<file path="src/rtl/adaptive_integration_sequencer.sv">
// adaptive_integration_sequencer
// Purpose : picks the radar integration mode (CPI length) from J/S samples,
//           applying thresholds, downward hysteresis, a dwell filter and a
//           track-load mode cap, then hands the new mode to the waveform
//           generator at a CPI boundary through a valid/ready offer.
// Ports   : clk, rst_n (async, active-low)
//           js_valid/js_db            - J/S sample stream
//           cfg_thr/cfg_hyst/cfg_dwell/cfg_mode_cap/cfg_auto_en/
//           cfg_manual_mode           - static-ish configuration
//           cpi_end                   - CPI boundary pulse
//           wf_valid/wf_ready/wf_mode - mode offer handshake (wf_mode shows
//                                       the current mode outside an offer)
//           transition_busy           - sequencer not idle
//           transitions_count/jam_cycles - statistics
// Options : define AIS_STATS_EN to build the statistics counters; without it
//           transitions_count and jam_cycles are tied to zero.
// Timing  : offer appears the cycle after cpi_end; offer is held until
//           wf_ready, then one further CPI of holdoff.

module adaptive_integration_sequencer #(
  parameter int NUM_MODES = 4,
  parameter int JS_W      = 8,
  parameter int DWELL_W   = 16
) (
  input  logic                          clk,
  input  logic                          rst_n,
  input  logic                          js_valid,
  input  logic [JS_W-1:0]               js_db,
  input  logic [JS_W*(NUM_MODES-1)-1:0] cfg_thr,
  input  logic [JS_W-1:0]               cfg_hyst,
  input  logic [DWELL_W-1:0]            cfg_dwell,
  input  logic [2:0]                    cfg_mode_cap,
  input  logic                          cfg_auto_en,
  input  logic [2:0]                    cfg_manual_mode,
  input  logic                          cpi_end,
  input  logic                          wf_ready,
  output logic                          wf_valid,
  output logic [2:0]                    wf_mode,
  output logic                          transition_busy,
  output logic [31:0]                   transitions_count,
  output logic [31:0]                   jam_cycles
);

  localparam logic [2:0]         MAX_MODE  = 3'(NUM_MODES - 1);
  localparam logic [DWELL_W-1:0] DWELL_ONE = {{(DWELL_W-1){1'b0}}, 1'b1};

  typedef enum logic [2:0] {
    S_IDLE,
    S_QUALIFY,
    S_WAIT_CPI,
    S_OFFER,
    S_HOLDOFF
  } state_t;

  state_t             state_q, state_d;
  logic [2:0]         cur_q,   cur_d;
  logic [2:0]         pend_q,  pend_d;
  logic [2:0]         qtgt_q,  qtgt_d;
  logic [DWELL_W-1:0] dwell_q, dwell_d;

  // ---------------------------------------------------------------------------
  // Target mode computation
  // ---------------------------------------------------------------------------
  logic [2:0]      cap_eff;
  logic [2:0]      man_tgt;
  logic [2:0]      raw_tgt;
  logic [2:0]      auto_tgt;
  logic [3:0]      up_cnt;
  logic [JS_W-1:0] thr_cur;
  logic [JS_W-1:0] thr_dn;

  always_comb begin
    cap_eff  = (cfg_mode_cap > MAX_MODE) ? MAX_MODE : cfg_mode_cap;
    // cap_eff never exceeds MAX_MODE, so one clip covers both limits
    man_tgt  = (cfg_manual_mode > cap_eff) ? cap_eff : cfg_manual_mode;
    up_cnt   = '0;
    thr_cur  = '0;
    for (int k = 0; k < NUM_MODES - 1; k++) begin
      if (js_db >= cfg_thr[k*JS_W +: JS_W]) up_cnt = up_cnt + 4'd1;
      // entry threshold of the current mode, used for the hysteresis test
      if (cur_q == 3'(k + 1)) thr_cur = cfg_thr[k*JS_W +: JS_W];
    end
    raw_tgt  = (up_cnt > {1'b0, cap_eff}) ? cap_eff : up_cnt[2:0];
    thr_dn   = (thr_cur > cfg_hyst) ? (thr_cur - cfg_hyst) : '0;
    auto_tgt = raw_tgt;
    if (raw_tgt < cur_q) begin
      // downward moves are one step at a time, and only once J/S has fallen
      // clearly below the current mode's entry threshold
      auto_tgt = (js_db < thr_dn) ? (cur_q - 3'd1) : cur_q;
    end
  end

  // ---------------------------------------------------------------------------
  // Cap override: the cap must win over any sample-driven activity, but must
  // not keep re-triggering once the pending mode already equals the cap, and
  // a handshake already completing in OFFER is allowed to finish first.
  // ---------------------------------------------------------------------------
  logic pend_live;
  logic cap_ovr;

  always_comb begin
    pend_live = (state_q == S_WAIT_CPI) || (state_q == S_OFFER);
    cap_ovr   = ((cap_eff < cur_q) || (pend_live && (pend_q > cap_eff))) &&
                !(pend_live && (pend_q == cap_eff)) &&
                !((state_q == S_OFFER) && wf_ready);
  end

  // ---------------------------------------------------------------------------
  // FSM
  // ---------------------------------------------------------------------------
  logic [DWELL_W-1:0] dwell_inc;

  always_comb begin
    dwell_inc = (dwell_q == '1) ? dwell_q : (dwell_q + DWELL_ONE);

    state_d = state_q;
    cur_d   = cur_q;
    pend_d  = pend_q;
    qtgt_d  = qtgt_q;
    dwell_d = dwell_q;

    if (cap_ovr) begin
      state_d = S_WAIT_CPI;
      pend_d  = cap_eff;
      dwell_d = '0;
    end else begin
      unique case (state_q)
        S_IDLE: begin
          if (!cfg_auto_en) begin
            if (man_tgt != cur_q) begin
              state_d = S_WAIT_CPI;
              pend_d  = man_tgt;
            end
          end else if (js_valid && (auto_tgt != cur_q)) begin
            dwell_d = DWELL_ONE;
            qtgt_d  = auto_tgt;
            // a dwell setting of 0 or 1 is satisfied by this first sample
            if (DWELL_ONE >= cfg_dwell) begin
              state_d = S_WAIT_CPI;
              pend_d  = auto_tgt;
            end else begin
              state_d = S_QUALIFY;
            end
          end
        end

        S_QUALIFY: begin
          if (!cfg_auto_en) begin
            state_d = S_IDLE;
            dwell_d = '0;
          end else if (js_valid) begin
            if (auto_tgt == qtgt_q) begin
              dwell_d = dwell_inc;
              if (dwell_inc >= cfg_dwell) begin
                state_d = S_WAIT_CPI;
                pend_d  = qtgt_q;
              end
            end else begin
              state_d = S_IDLE;
              dwell_d = '0;
            end
          end
        end

        S_WAIT_CPI: begin
          if (cpi_end) state_d = S_OFFER;
        end

        S_OFFER: begin
          // a coincident cpi_end is consumed by the handshake, so holdoff
          // always waits for the following boundary
          if (wf_ready) begin
            cur_d   = pend_q;
            state_d = S_HOLDOFF;
          end
        end

        S_HOLDOFF: begin
          if (cpi_end) begin
            state_d = S_IDLE;
            dwell_d = '0;
          end
        end

        default: begin
          state_d = S_IDLE;
          dwell_d = '0;
        end
      endcase
    end
  end

  always_ff @(posedge clk or negedge rst_n) begin
    if (!rst_n) begin
      state_q <= S_IDLE;
      cur_q   <= '0;
      pend_q  <= '0;
      qtgt_q  <= '0;
      dwell_q <= '0;
    end else begin
      state_q <= state_d;
      cur_q   <= cur_d;
      pend_q  <= pend_d;
      qtgt_q  <= qtgt_d;
      dwell_q <= dwell_d;
    end
  end

  assign wf_valid        = (state_q == S_OFFER);
  assign wf_mode         = wf_valid ? pend_q : cur_q;
  assign transition_busy = (state_q != S_IDLE);

  // ---------------------------------------------------------------------------
  // Statistics
  // ---------------------------------------------------------------------------
`ifdef AIS_STATS_EN
  logic [31:0] tcnt_q;
  logic [31:0] jam_q;

  always_ff @(posedge clk or negedge rst_n) begin
    if (!rst_n) begin
      tcnt_q <= '0;
      jam_q  <= '0;
    end else begin
      if (wf_valid && wf_ready) tcnt_q <= tcnt_q + 32'd1;
      if ((cur_q != 3'd0) && (jam_q != 32'hFFFF_FFFF)) jam_q <= jam_q + 32'd1;
    end
  end

  assign transitions_count = tcnt_q;
  assign jam_cycles        = jam_q;
`else
  assign transitions_count = '0;
  assign jam_cycles        = '0;
`endif

endmodule

</file>
<file path="config.mk">
export PLATFORM = sky130hd
export DESIGN_NAME = adaptive_integration_sequencer
export DESIGN_NICKNAME = d
export VERILOG_FILES = /design/src/rtl/adaptive_integration_sequencer.sv
export SDC_FILE = /design/constraint.sdc
export NUM_CORES = 1
export LEC_CHECK = 0
export BUFFER_PORTS_ARGS = -buffer_cell sky130_fd_sc_hd__buf_2
export CORE_UTILIZATION = 45
export DETAILED_ROUTE_END_ITERATION = 8
export PLACE_DENSITY = 0.72
export SYNTH_ARGS = -nofsm -noshare
export SYNTH_HDL_FRONTEND = slang
export SYNTH_SLANG_ARGS = --single-unit
</file>
<file path="constraint.sdc">
create_clock -name clk -period 8.3 [get_ports clk]
set_input_delay 0.83 -clock clk [delete_from_list [all_inputs] [get_ports clk]]
set_output_delay 0.83 -clock clk [all_outputs]
set_load 0.05 [all_outputs]
</file>
Yosys cells after proc, flatten, opt, wreduce, memory -nomap -nowiden
Cells that the tools add are included.
{"block": "op_classes", "n_mul": 0, "shifts": 0, "bitwise_logic": 1, "n_mux": 45, "div_mod_pow": 0, "reduce_logical": 19, "add_sub_neg": 5, "n_eq_ne": 27, "n_lt_le_gt_ge": 13}
{"op": "$mux 16", "count": 8}
{"op": "$mux 3", "count": 26}
{"op": "$pmux 16 s4", "count": 1}
{"op": "$mux 8", "count": 4}
{"op": "$ge 8x8->1", "count": 3}
{"op": "$ne 3x3->1 const B", "count": 8}
{"op": "$add 16x1->16 const B", "count": 1}
{"op": "$eq 16x16->1 const B", "count": 1}
{"op": "$ge 1x16->1 const A", "count": 1}
{"op": "$ge 16x16->1", "count": 1}
{"op": "$ne 4x4->1 const B", "count": 4}
{"op": "$pmux 3 s5", "count": 1}
{"op": "$eq 3x2->1 const B", "count": 4}
{"op": "$add 4x1->4 const B", "count": 2}
{"op": "$gt 8x8->1", "count": 1}
{"op": "$lt 8x8->1", "count": 1}
{"op": "$mux 4", "count": 2}
{"op": "$reduce_and 8->1", "count": 1}
{"op": "$sub 8x8->8", "count": 1}
{"op": "$reduce_and 7->1", "count": 1}
{"op": "$eq 3x1->1 const B", "count": 2}
{"op": "$eq 3x3->1", "count": 2}
{"op": "$gt 3x3->1", "count": 2}
{"op": "$logic_and 1x1->1", "count": 6}
{"op": "21 further kinds", "count": 26}
{"block": "word_totals", "mem_count": 0, "mem_bits_rw": 0, "latch_bits": 0, "wordCells": 115, "reg_bits": 28, "out_inout_bits": 69, "rom_bits": 0}

Logic depth before layout (Yosys ltp)
{"block": "logic_depth", "ltp_word": 16, "ltp_mapped": 33, "mapped_depth_nobuf": 31}

Least setup slack after synthesis
OpenSTA, ideal clock, no wires.
{"block": "synth_path", "kind": "input-to-reg", "start": "input js_db[0]", "end": "register dwell_q[6]", "setup_ns": 0.078, "path_stages": 32, "arrival_ns": 6.333, "path_slack_ns": 1.889, "path_cell_list": "inv_1 > ha_1 > nand2b_1 > a21oi_1 > nor2b_1 > o21ai_0 > nand2b_1 > a21oi_1 > nor2b_1 > o21ai_0 > nand2b_1 > a21o_1 > ha_1 > inv_1 > a211oi_1 > a21o_1 > ha_1 > a211oi_1 > or2_2 > mux2_4 > ha_1 > a211oi_1 > o211a_1 > mux2i_1 > and2_1 > buf_6 > mux2i_4 > xnor2_1 > or4_4 > buf_6 > or2_4 > o2bb2ai_1"}
{"block": "synth_via", "elab_chain_cells": 16, "word_cells_on_any_way": 24, "classes_between": "add/sub (2); order compare (6); eq/ne (3); mux (11); reduce/logical (2)"}
{"element": "start: declaration", "line_no": "28", "rtl": "input logic [JS_W-1:0] js_db,"}
{"element": "$ge 8x8->1", "line_no": "79", "rtl": "if (js_db >= cfg_thr[k*JS_W +: JS_W]) up_cnt = up_cnt + 4'd1;"}
{"element": "$mux 1", "line_no": "79"}
{"element": "$add 4x1->4", "line_no": "79"}
{"element": "$mux 4", "line_no": "79"}
{"element": "$add 4x1->4", "line_no": "79"}
{"element": "$mux 4", "line_no": "79"}
{"element": "$gt 4x3->1", "line_no": "83", "rtl": "raw_tgt = (up_cnt > {1'b0, cap_eff}) ? cap_eff : up_cnt[2:0];"}
{"element": "$mux 3", "line_no": "83"}
{"element": "$lt 3x3->1", "line_no": "86", "rtl": "if (raw_tgt < cur_q) begin"}
{"element": "$mux 3 *", "line_no": "86"}
{"element": "$eq 3x3->1", "line_no": "152", "rtl": "if (auto_tgt == qtgt_q) begin"}
{"element": "$mux 16", "line_no": "152"}
{"element": "$mux 16", "line_no": "151", "rtl": "end else if (js_valid) begin"}
{"element": "$mux 16", "line_no": "148", "rtl": "if (!cfg_auto_en) begin"}
{"element": "$pmux 16 s4", "line_no": "127", "rtl": "unique case (state_q)"}
{"element": "$mux 16", "line_no": "122", "rtl": "if (cap_ovr) begin"}
{"element": "end signal: assignment", "line_no": "205", "rtl": "dwell_q <= dwell_d;"}
{"element": "end: declaration", "line_no": "59", "rtl": "logic [DWELL_W-1:0] dwell_q, dwell_d;"}
Mark *: on every way between the ends. The rest lies on a longest branch, timed or not. The select of a mux whose other input is x is not followed.
A chain may end at the register's enable or synchronous reset.

Worst setup path in the final report
{"block": "layout_path", "start": "input js_db[0]", "end": "register dwell_q[9]"}
The elaborated chain is that of the path after synthesis.

==> flow_summary.yaml <==
outcome:
  status: "finished clean"
routing:
  post_drt_via_cell_ratio: 5.21
  drc: 0
  drt-wirelength-per-cell_um: 12.9
  drtAntennaViolNets: 0
  drt_pass1_iterations: 5
  vias: 4250
  drt-total-wl_um: 10500
  drt_iter0_markers: 226
cells_and_area:
  final_cells: 815
  final_common_cell: "ha_1"
  n_antenna_cell: 0
  seq_area_um2: 701
  fin_nets: 826
  areaGrowthSynthToFinish_pct: 6.46
  fill_cells: 994
  multiInputGateArea_mm2: 0.00356
  layout-drive-gt1-share_pct: 14.7
  stdcell_area_mm2: 0.00513
  mostFrequentLayoutCells: "ha_1 (76), inv_1 (73), buf_2 (72), conb_1 (69)"
synth:
  syn-instance-count: 609
  synthTopCellsByArea: "ha_1 (20%), dfrtp_1 (15%), buf_4 (10%), inv_1 (5.7%), a21oi_1 (3.7%)"
  yosysTopAreaCellShare_pct: 19.7
  synthesis.area_mm2: 0.00482
  avgSynthCellArea_um2: 7.92
  yosys_warnings: 0
  ys_ff_latch: 28
  async_flop_share_pct: 100
  yosys_most_used_dff: "dfrtp_1"
  synth_edf_count: 0
  ys_types: 64
  yosys.area.top_type: "ha_1"
  ys_seq_area_share_pct: 14.5
clocking:
  clk_pin_slew_ns: 0.09
  cts_buffers: 3
  post-cts-setup-buffer-count: 0
  cts_tree: "yes"
  cts_sinks: 28
  clock_latency_ns: 0.27
  ctsHtreeMaxLevel: 1
  hold_buffers: 0
  ctsResizeCount: 0
  clock-root-buffer: "clkbuf_8"
  clock_tree.buffer_depth: 2
global_route:
  top_usage_layer: "met2"
  overflow: 0
  met3_usage_pct: 1.42
  met1_usage_pct: 24.8
  antenna_found_initial: 0
  grt_use_met2_pct: 34.8
  grt_max_degree: 29
  grt_pass1_wl_um: 17800
  grtUsageTotal_pct: 19.0
  first_global_vias: 3996
place:
  dpl.hpwl_um: 8810
  dpl_worst_slack_ns: 0.786
  place_area_mm2: 0.00509
  numPortBuffers: 72
  gp_congestion: 0.834
  dp_cells: 812
pwr:
  p_int_uw: 618
  p_comb_share_pct: 79.0
  pwr-share-clk_pct: 5.5
  p_switching_uw: 737
  power.total_uw: 1350
  p_sw_share_pct: 54.4
  pwr_density_cell_mw_per_mm2: 264
  seq_power_share_pct: 15.5
  cellLeakagePower_uw: 0.00283
  peakVddDrop_uv: 198
worst_setup_path:
  cp_slowest_cell: "nor2_1"
  critPathMostFrequentCell: "ha_1"
  cp-end-kind: "register"
  required_ns: 8.51
  cp_slowest_stage_delay_ns: 0.65
  cp-start-kind: "primary input"
  crit_type: "primary input to register"
  cp.arrival_ns: 7.52
  worst-path-max-fanout: 12
timing:
  min_period_ns: 7.31
  clock_skew_ns: 0.00629
  final-setup-viol-count: 0
  finalCritPeriodShare_pct: 88.1
  tightest_slew_ns: 0.888
  slew-limit-headroom_pct: 40.8
  drv_slew: 0
  tns_ns: 0
  fin_ws_ns: 0.989
  hold_violations: 0
  rsz0062_at_grt: "no"
  max_freq_ghz: 0.137
floorplanning:
  dieArea_mm2: 0.0111
  core_mm2: 0.0104
  fp.dieH_um: 106
  io_pins: 137
  start_util_pct: 46.5
  die_w_um: 106
  num_rows: 37
hold_path:
  hold_class: "register to register"
run:
  max_cap_viol_count: 0
==> stage by stage <==
stage	util, %	hold slack, ns
final	49.5	0.537
after global routing	49.5	0.562
after CTS	49.5	0.536
after detailed placement	49.1	0.515
after global placement	49.1	0.508
after floorplan	-	0.488
==> power groups by stage <==
stage | sequential, uW | clock, uW | combinational, uW
floorplan | 182 | 0 | 903
global placement | 208 | 0 | 1030
detailed placement | 210 | 0 | 1060
CTS | 207 | 76.1 | 1070
global route | 213 | 80.6 | 1190
finish | 210 | 74.5 | 1070
==> worst paths after layout <==
check / start / to / slack [ns] / depth (start not counted)
max in group asynchronous: rst_n / dwell_q[12]$_DFFE_PN0P_ / 7.31 / 1
min in group asynchronous: rst_n / state_q[0]$_DFFE_PN0P_ / 0.58 / 1
setup / recovery: js_db[0] / dwell_q[9]$_DFFE_PN0P_ / 0.99 / 31
hold / removal: dwell_q[12]$_DFFE_PN0P_ / dwell_q[12]$_DFFE_PN0P_ / 0.54 / 1
setup reg to reg: cur_q[0]$_DFFE_PN0P_ / dwell_q[9]$_DFFE_PN0P_ / 1.49 / 26
hold reg to reg: dwell_q[12]$_DFFE_PN0P_ / dwell_q[12]$_DFFE_PN0P_ / 0.54 / 1
==> layout make-up <==
class                   count  area share [%]
inverters                  73            5.34
multi-input cells         499            69.3
well taps                 136            3.31
clock buffers               3           0.804
flip-flops and latches     28            13.6
repair buffers             76            7.60
==> logic make-up after synthesis <==
family                     count (synthesis)  share of synthesized area, %
muxes                                     21                          5.09
DFF                                       28                          14.5
AOI/OAI and AO/OA                        160                          22.8
and+or+nand+nor                          144                          15.3
buffers and inverters                    149                          16.9
xor gates and xnor gates                  28                          5.09
adders and majority gates                 77                          20.1
other                                      2                         0.156
==> synth_stat cells (all sizes together) (2+ instances only) <==
| cell type | n |
|---|---|
| a221oi | 2 |
| o2bb2ai | 5 |
| nand4 | 5 |
| nand3 | 12 |
| a22o | 10 |
| a32oi | 3 |
| o211a | 3 |
| and3 | 11 |
| o211ai | 3 |
| xor2 | 13 |
| and2 | 4 |
| mux2 | 9 |
| o31ai | 3 |
| nand2b | 15 |
| clkbuf | 8 |
| a31o | 2 |
| o21ai | 28 |
| inv | 73 |
| nand2 | 36 |
| or2 | 5 |
| a22oi | 8 |
| nor3 | 7 |
| nor3b | 2 |
| nor2b | 11 |
| xnor2 | 15 |
| a211oi | 7 |
| mux2i | 12 |
| dfrtp | 28 |
| o21a | 3 |
| o21bai | 12 |
| a31oi | 4 |
| conb | 2 |
| o41ai | 2 |
| ha | 76 |
| o311ai | 2 |
| a41oi | 2 |
| nor2 | 29 |
| a21o | 14 |
| a21oi | 37 |
| nor4 | 4 |
| buf | 68 |
==> sequential cells by signal, indices dropped and copies added, names as in the netlist <==
register and flops:
pend_q 3, cur_q 3, qtgt_q 3, dwell_q 16
state_q 3
==> critical path: cells and delay by family <==
kind / cells / cell delay, ns
adders and majority gates: 4 / 0.94
and+or+nand+nor: 9 / 2.23
buffers and inverters: 3 / 0.22
xor gates and xnor gates: 1 / 0.15
AOI/OAI and AO/OA: 11 / 2.52
muxes: 3 / 0.64
==> metal layers <==
metal  wire, um  vias to the layer above
met2       5230                      133
met1       4750                     1951
met5          0                        -
met3        447                        6
met4         88                        0
li1           -                     2160
No activity file was read; power rests on OpenSTA's default activity.
